## src/rtl/serial_adder.sv

```systemverilog
// Bit-serial adder/subtractor: one result bit per clock, LSB first.
// Results appear on sum/cout WIDTH cycles after start is accepted.
//
// state | meaning
// IDLE  | waiting for start; sum/cout hold the last result
// ADD   | shifting operands through the full adder, one bit per cycle

module serial_adder #(
    parameter int WIDTH = 8
) (
    input  logic             clk,
    input  logic             rst_n,
    input  logic             start,
    input  logic             sub,
    input  logic [WIDTH-1:0] a,
    input  logic [WIDTH-1:0] b,
    input  logic             cin,
    output logic             busy,
    output logic             done,
    output logic [WIDTH-1:0] sum,
    output logic             cout
);

    localparam int CNT_W = $clog2(WIDTH + 1);
    localparam logic [CNT_W-1:0] LAST_BIT = CNT_W'(WIDTH - 1);

    typedef enum logic {
        IDLE = 1'b0,
        ADD  = 1'b1
    } state_t;

    state_t             state_q;
    state_t             state_d;
    logic [WIDTH-1:0]   a_q;
    logic [WIDTH-1:0]   b_q;
    logic [WIDTH-1:0]   res_q;
    logic [WIDTH-1:0]   res_shift;
    logic [WIDTH-1:0]   sum_q;
    logic [CNT_W-1:0]   cnt_q;
    logic               carry_q;
    logic               cout_q;
    logic               done_q;
    logic               accept;
    logic               last;
    logic               s_bit;
    logic               c_next;

    always_ff @(posedge clk) begin
        if (!rst_n) begin
            state_q <= IDLE;
        end else begin
            state_q <= state_d;
        end
    end

    always_comb begin
        state_d = state_q;
        accept  = 1'b0;
        last    = 1'b0;
        case (state_q)
            IDLE: begin
                if (start) begin
                    accept  = 1'b1;
                    state_d = ADD;
                end
            end
            ADD: begin
                if (cnt_q == LAST_BIT) begin
                    last    = 1'b1;
                    state_d = IDLE;
                end
            end
            default: state_d = IDLE;
        endcase
    end

    assign s_bit  = a_q[0] ^ b_q[0] ^ carry_q;
    assign c_next = (a_q[0] & b_q[0]) | (carry_q & (a_q[0] ^ b_q[0]));

    // New bit enters at the MSB so the result is LSB-aligned after WIDTH shifts.
    always_comb begin
        res_shift            = res_q >> 1;
        res_shift[WIDTH-1]   = s_bit;
    end

    always_ff @(posedge clk) begin
        if (!rst_n) begin
            a_q     <= '0;
            b_q     <= '0;
            res_q   <= '0;
            sum_q   <= '0;
            cnt_q   <= '0;
            carry_q <= 1'b0;
            cout_q  <= 1'b0;
            done_q  <= 1'b0;
        end else begin
            done_q <= 1'b0;
            if (accept) begin
                a_q     <= a;
                b_q     <= sub ? ~b : b;
                carry_q <= sub | cin;
                res_q   <= '0;
                cnt_q   <= '0;
            end else if (state_q == ADD) begin
                a_q     <= a_q >> 1;
                b_q     <= b_q >> 1;
                carry_q <= c_next;
                res_q   <= res_shift;
                cnt_q   <= cnt_q + CNT_W'(1);
                if (last) begin
                    sum_q  <= res_shift;
                    cout_q <= c_next;
                    done_q <= 1'b1;
                end
            end
        end
    end

    assign busy = (state_q == ADD);
    assign done = done_q;
    assign sum  = sum_q;
    assign cout = cout_q;

endmodule
```

## config.mk

```make
export PLATFORM = sky130hd
export DESIGN_NAME = serial_adder
export DESIGN_NICKNAME = d
export VERILOG_FILES = /design/src/rtl/serial_adder.sv
export SDC_FILE = /design/constraint.sdc
export NUM_CORES = 1
export LEC_CHECK = 0
export ABC_AREA = 1
export CAP_MARGIN = 40
export CORE_AREA = 4 4 47 91
export CTS_CLUSTER_SIZE = 8
export DETAILED_ROUTE_END_ITERATION = 10
export DIE_AREA = 0 0 51 95
export PLACE_DENSITY = 0.74
export SETUP_SLACK_MARGIN = 0.05
export SLEW_MARGIN = 20
export SYNTH_ARGS = -nofsm -noshare
export SYNTH_HDL_FRONTEND = slang
export SYNTH_SLANG_ARGS = --single-unit
```

## constraint.sdc

```tcl
create_clock -name clk -period 1.4 [get_ports clk]
set_clock_uncertainty 0.05 [all_clocks]
set_input_delay 0.28 -clock clk [delete_from_list [all_inputs] [get_ports clk]]
set_output_delay 0.28 -clock clk [all_outputs]
set_load 0.01 [all_outputs]
```

==> results of run 1 <==
==> power by group through the flow <==
stage	Sequential [uW]	Combinational [uW]	Clock (uW)
global route	1170	330	1020
floorplan	1190	158	0
global placement	1190	277	0
finish	1170	297	955
detailed placement	1190	281	0
CTS	1160	291	978
==> placed cells by master, fill, tap and decap left out, types with 3 or more instances in the layout <==
| cell | n |
|---|---|
| sky130_fd_sc_hd__nor2_1 | 3 |
| sky130_fd_sc_hd__buf_4 | 13 |
| sky130_fd_sc_hd__nand3_1 | 26 |
| sky130_fd_sc_hd__dlygate4sd2_1 | 11 |
| sky130_fd_sc_hd__inv_1 | 26 |
| sky130_fd_sc_hd__nand2_1 | 104 |
| sky130_fd_sc_hd__clkdlybuf4s50_1 | 20 |
| sky130_fd_sc_hd__dfxtp_1 | 39 |
| sky130_fd_sc_hd__clkbuf_8 | 6 |
| sky130_fd_sc_hd__a21oi_1 | 26 |
==> per-stage QoR <==
| step | setup TNS, ps | area (um2) | hold slack, ps | power, uW |
|---|---|---|---|---|
| global placement | -1250 | 2140 | 383 | 1470 |
| CTS | 0 | 2280 | 399 | 2430 |
| finish | 0 | 2340 | 400 | 2420 |
| detailed placement | -1820 | 2140 | 382 | 1470 |
| global route | 0 | 2340 | 403 | 2530 |
| floorplan | 0 | 1740 | 369 | 1350 |
==> final timing paths <==
path         startpoint     end  slack [ps]  cells past startpoint
max reg2reg        busy  sum[1]         100                      5
max                busy    busy         100                      1
min reg2reg    res_q[1]  sum[0]         400                      2
min            res_q[1]  sum[0]         400                      2
==> sequential cells by signal, indices dropped and copies added (netlist names) <==
register / flops
cnt_q: 4
sum: 8
res_q: 7
carry_q: 1
done: 1
busy: 1
b_q: 8
cout: 1
a_q: 8
==> cell usage after synthesis, types with 2 or more instances <==
cell type	count	area share
sky130_fd_sc_hd__nand2_1	104	0.22
sky130_fd_sc_hd__dfxtp_1	39	0.45
sky130_fd_sc_hd__inv_1	27	0.058
sky130_fd_sc_hd__a21oi_1	26	0.075
sky130_fd_sc_hd__nand3_1	26	0.075
sky130_fd_sc_hd__buf_2	7	0.020
sky130_fd_sc_hd__nor2_1	3	0.0065
sky130_fd_sc_hd__buf_6	2	0.013
sky130_fd_sc_hd__clkinv_1	2	0.0043
sky130_fd_sc_hd__nor3b_1	2	0.0086
sky130_fd_sc_hd__o21ai_0	2	0.0058
==> repair_timing <==
action                     CTS  global route
setup endpoints to repair   27            25
gates resized for setup     12             5
buffers inserted             2             2
hold buffers                 0             0
pin swaps                    0             2
cloned                       0             3
==> logic make-up after synthesis <==
| logic type | Yosys count | synth area share |
|---|---|---|
| AO/OA/AOI/OAI | 28 | 0.0807 |
| buffers and inverters | 40 | 0.102 |
| flip-flops | 39 | 0.450 |
| AND/OR/NAND/NOR | 139 | 0.349 |
| adder cells (fa/ha/maj) | 2 | 0.0187 |
==> layer usage <==
layer  vias up  wire, um
met1       726      1310
met3         6       158
li1        868         -
met4         0        66
met5         -         0
met2        37      2130
==> area by class of cell <==
class,instances,area (um2)
timing repair buffer,47,449
sequential,39,781
inverter,29,113
clock buffer,6,82.6
fill,332,1260
multi-input combinational,171,815
timing repair inverter,1,7.51
tap,49,61.3
clock inverter,2,35.0
==> out/summary.md, run 1 <==
• 31 — floorplan row count
• 0 — Final Max Slew Viols
• 19 — Yosys cell types
• 0.481 — starting utilization of the core area
• 0.228 — net switching fraction of the power
• sky130_fd_sc_hd__clkbuf_8 — Root Buffer
• done — TritonCTS clock tree
• 0 — YS warnings
• 95 um — die boundary height
• 38 — Starting DRT DRC Count
• -85.3 ps — worst slack, placed
• 290 ps — clock network latency to the later pin of the worst-skew pair
• 0 — antenna-violating nets left
• 317 — total number of nets in the final design
• 0.931 — fraction of the cycle the final worst path needs
• 0 — final global-route overflow total
• 18 — pin count of the biggest net entering global routing
• 248 — instance count of the mapped netlist
• 7.00 um2 — average instance area after synthesis
• 0.302 — met2 Use GR
• 0.818 — Max transition margin
• 0.650 — Finished Core Util
• 0 — number of flops mapped to enable cells by yosys
• 0.739 mV — largest voltage drop on the vdd net
• 1374 — via count of the first global-routing pass
• 400 ps — Worst path max stage delay
• 0.155 — global-route total usage across every layer
• 767 MHz — top achievable clock speed
• 32 — IO Pins
• reg -> out — type of the setup path with the least slack
• 2 — maximum level of the CTS H-tree
• yes — setup repair after global routing missed its margin
• 0.123 — part of the total power dissipated in combinational logic
• 70 ps — clock-pin slew of the registers on the worst-case setup and hold paths
• 0 — number of antenna violations at the first check in global routing
• met2 — most crowded layer after global routing
• 4 — Pre-Repair DR Iteration Count
• 0.145 — routing usage on met1
• 4.76 — number of vias per cell after detailed routing
• 0 — Async SR Flop Fraction
• 0 — remaining design rule violation count
• 39 — clock sink count
• 31 — IO Port Bufs
• completed — result of the run
• 10.6 um — average routed wire per standard cell
• 344 — filler-free cell count of the finished design
• output port — CP endpoint kind
• 0.00117 uW — leakage dissipation
• 34.9% — signed area change from the synthesized netlist to the final layout
• flip-flops — Largest delay share family, worst path
• 1637 — vias after detailed routing
• sky130_fd_sc_hd__dfxtp_1 — Primary FF master, synth
• 329 — cell count after placement
• 1030 nW/um2 — pwr/cell area
• 1070 ps — Worst Path Required
• 5.69 mm — wire length of the first global-routing pass
• 271 — post-synthesis net count
• 3610 um2 — Core Box Area
• 1 — crit path buf inv count
• 0.759 — RePlAce Congestion
• 3 — critical path peak fanout
• 0.112 — layout cell share with drive strength beyond 1
• 51 um — x dimension of the die
• 39 — count of state elements after synthesis
• reg -> reg — worst min path class
• 0.482 — share of total power in sequential cells
• 5 — total CTS buffers
• dlygate4sd2_1 — sequence of cells on the critical path
• 970 ps — Worst EP arrival
• 4850 um2 — Die Outline Area
• 0 — hold violation count in the final report
• 0.0332 — met3 usage in global routing
• 96.5 ps — final worst setup slack
• 1740 um2 — Mapped Area
• 0 — antenna cells
• sky130_fd_sc_hd__dfxtp_1 — cell with the biggest individual delay on the critical path
• 550 uW — sw power
• register — kind of start point of the critical path
• 0.450 — share of synthesized area occupied by flip-flops and latches
• 0.395 — part of the power in the clock network
• 0 — Setup violations, final
• 3.66 mm — post-detailed-routing wire length
• 1300 ps — shortest period the worst path allows
• 2.61 mm — DPL Wire Length
• 1870 uW — internal cell power
• 272 ps — actual slew at the worst max-slew pin
• 0 — count of maximum capacitance violations
• 2 — Clock Path Buffers
Power figures use the tool's default switching activity.
==> run 2: changes to the inputs <==
CTS_CLUSTER_DIAMETER = 100   (was not set)
SLEW_MARGIN = not set   (was 20)
==> results of run 2 <==
No change in the layout: final DEF, timing and power equal those of run 1.
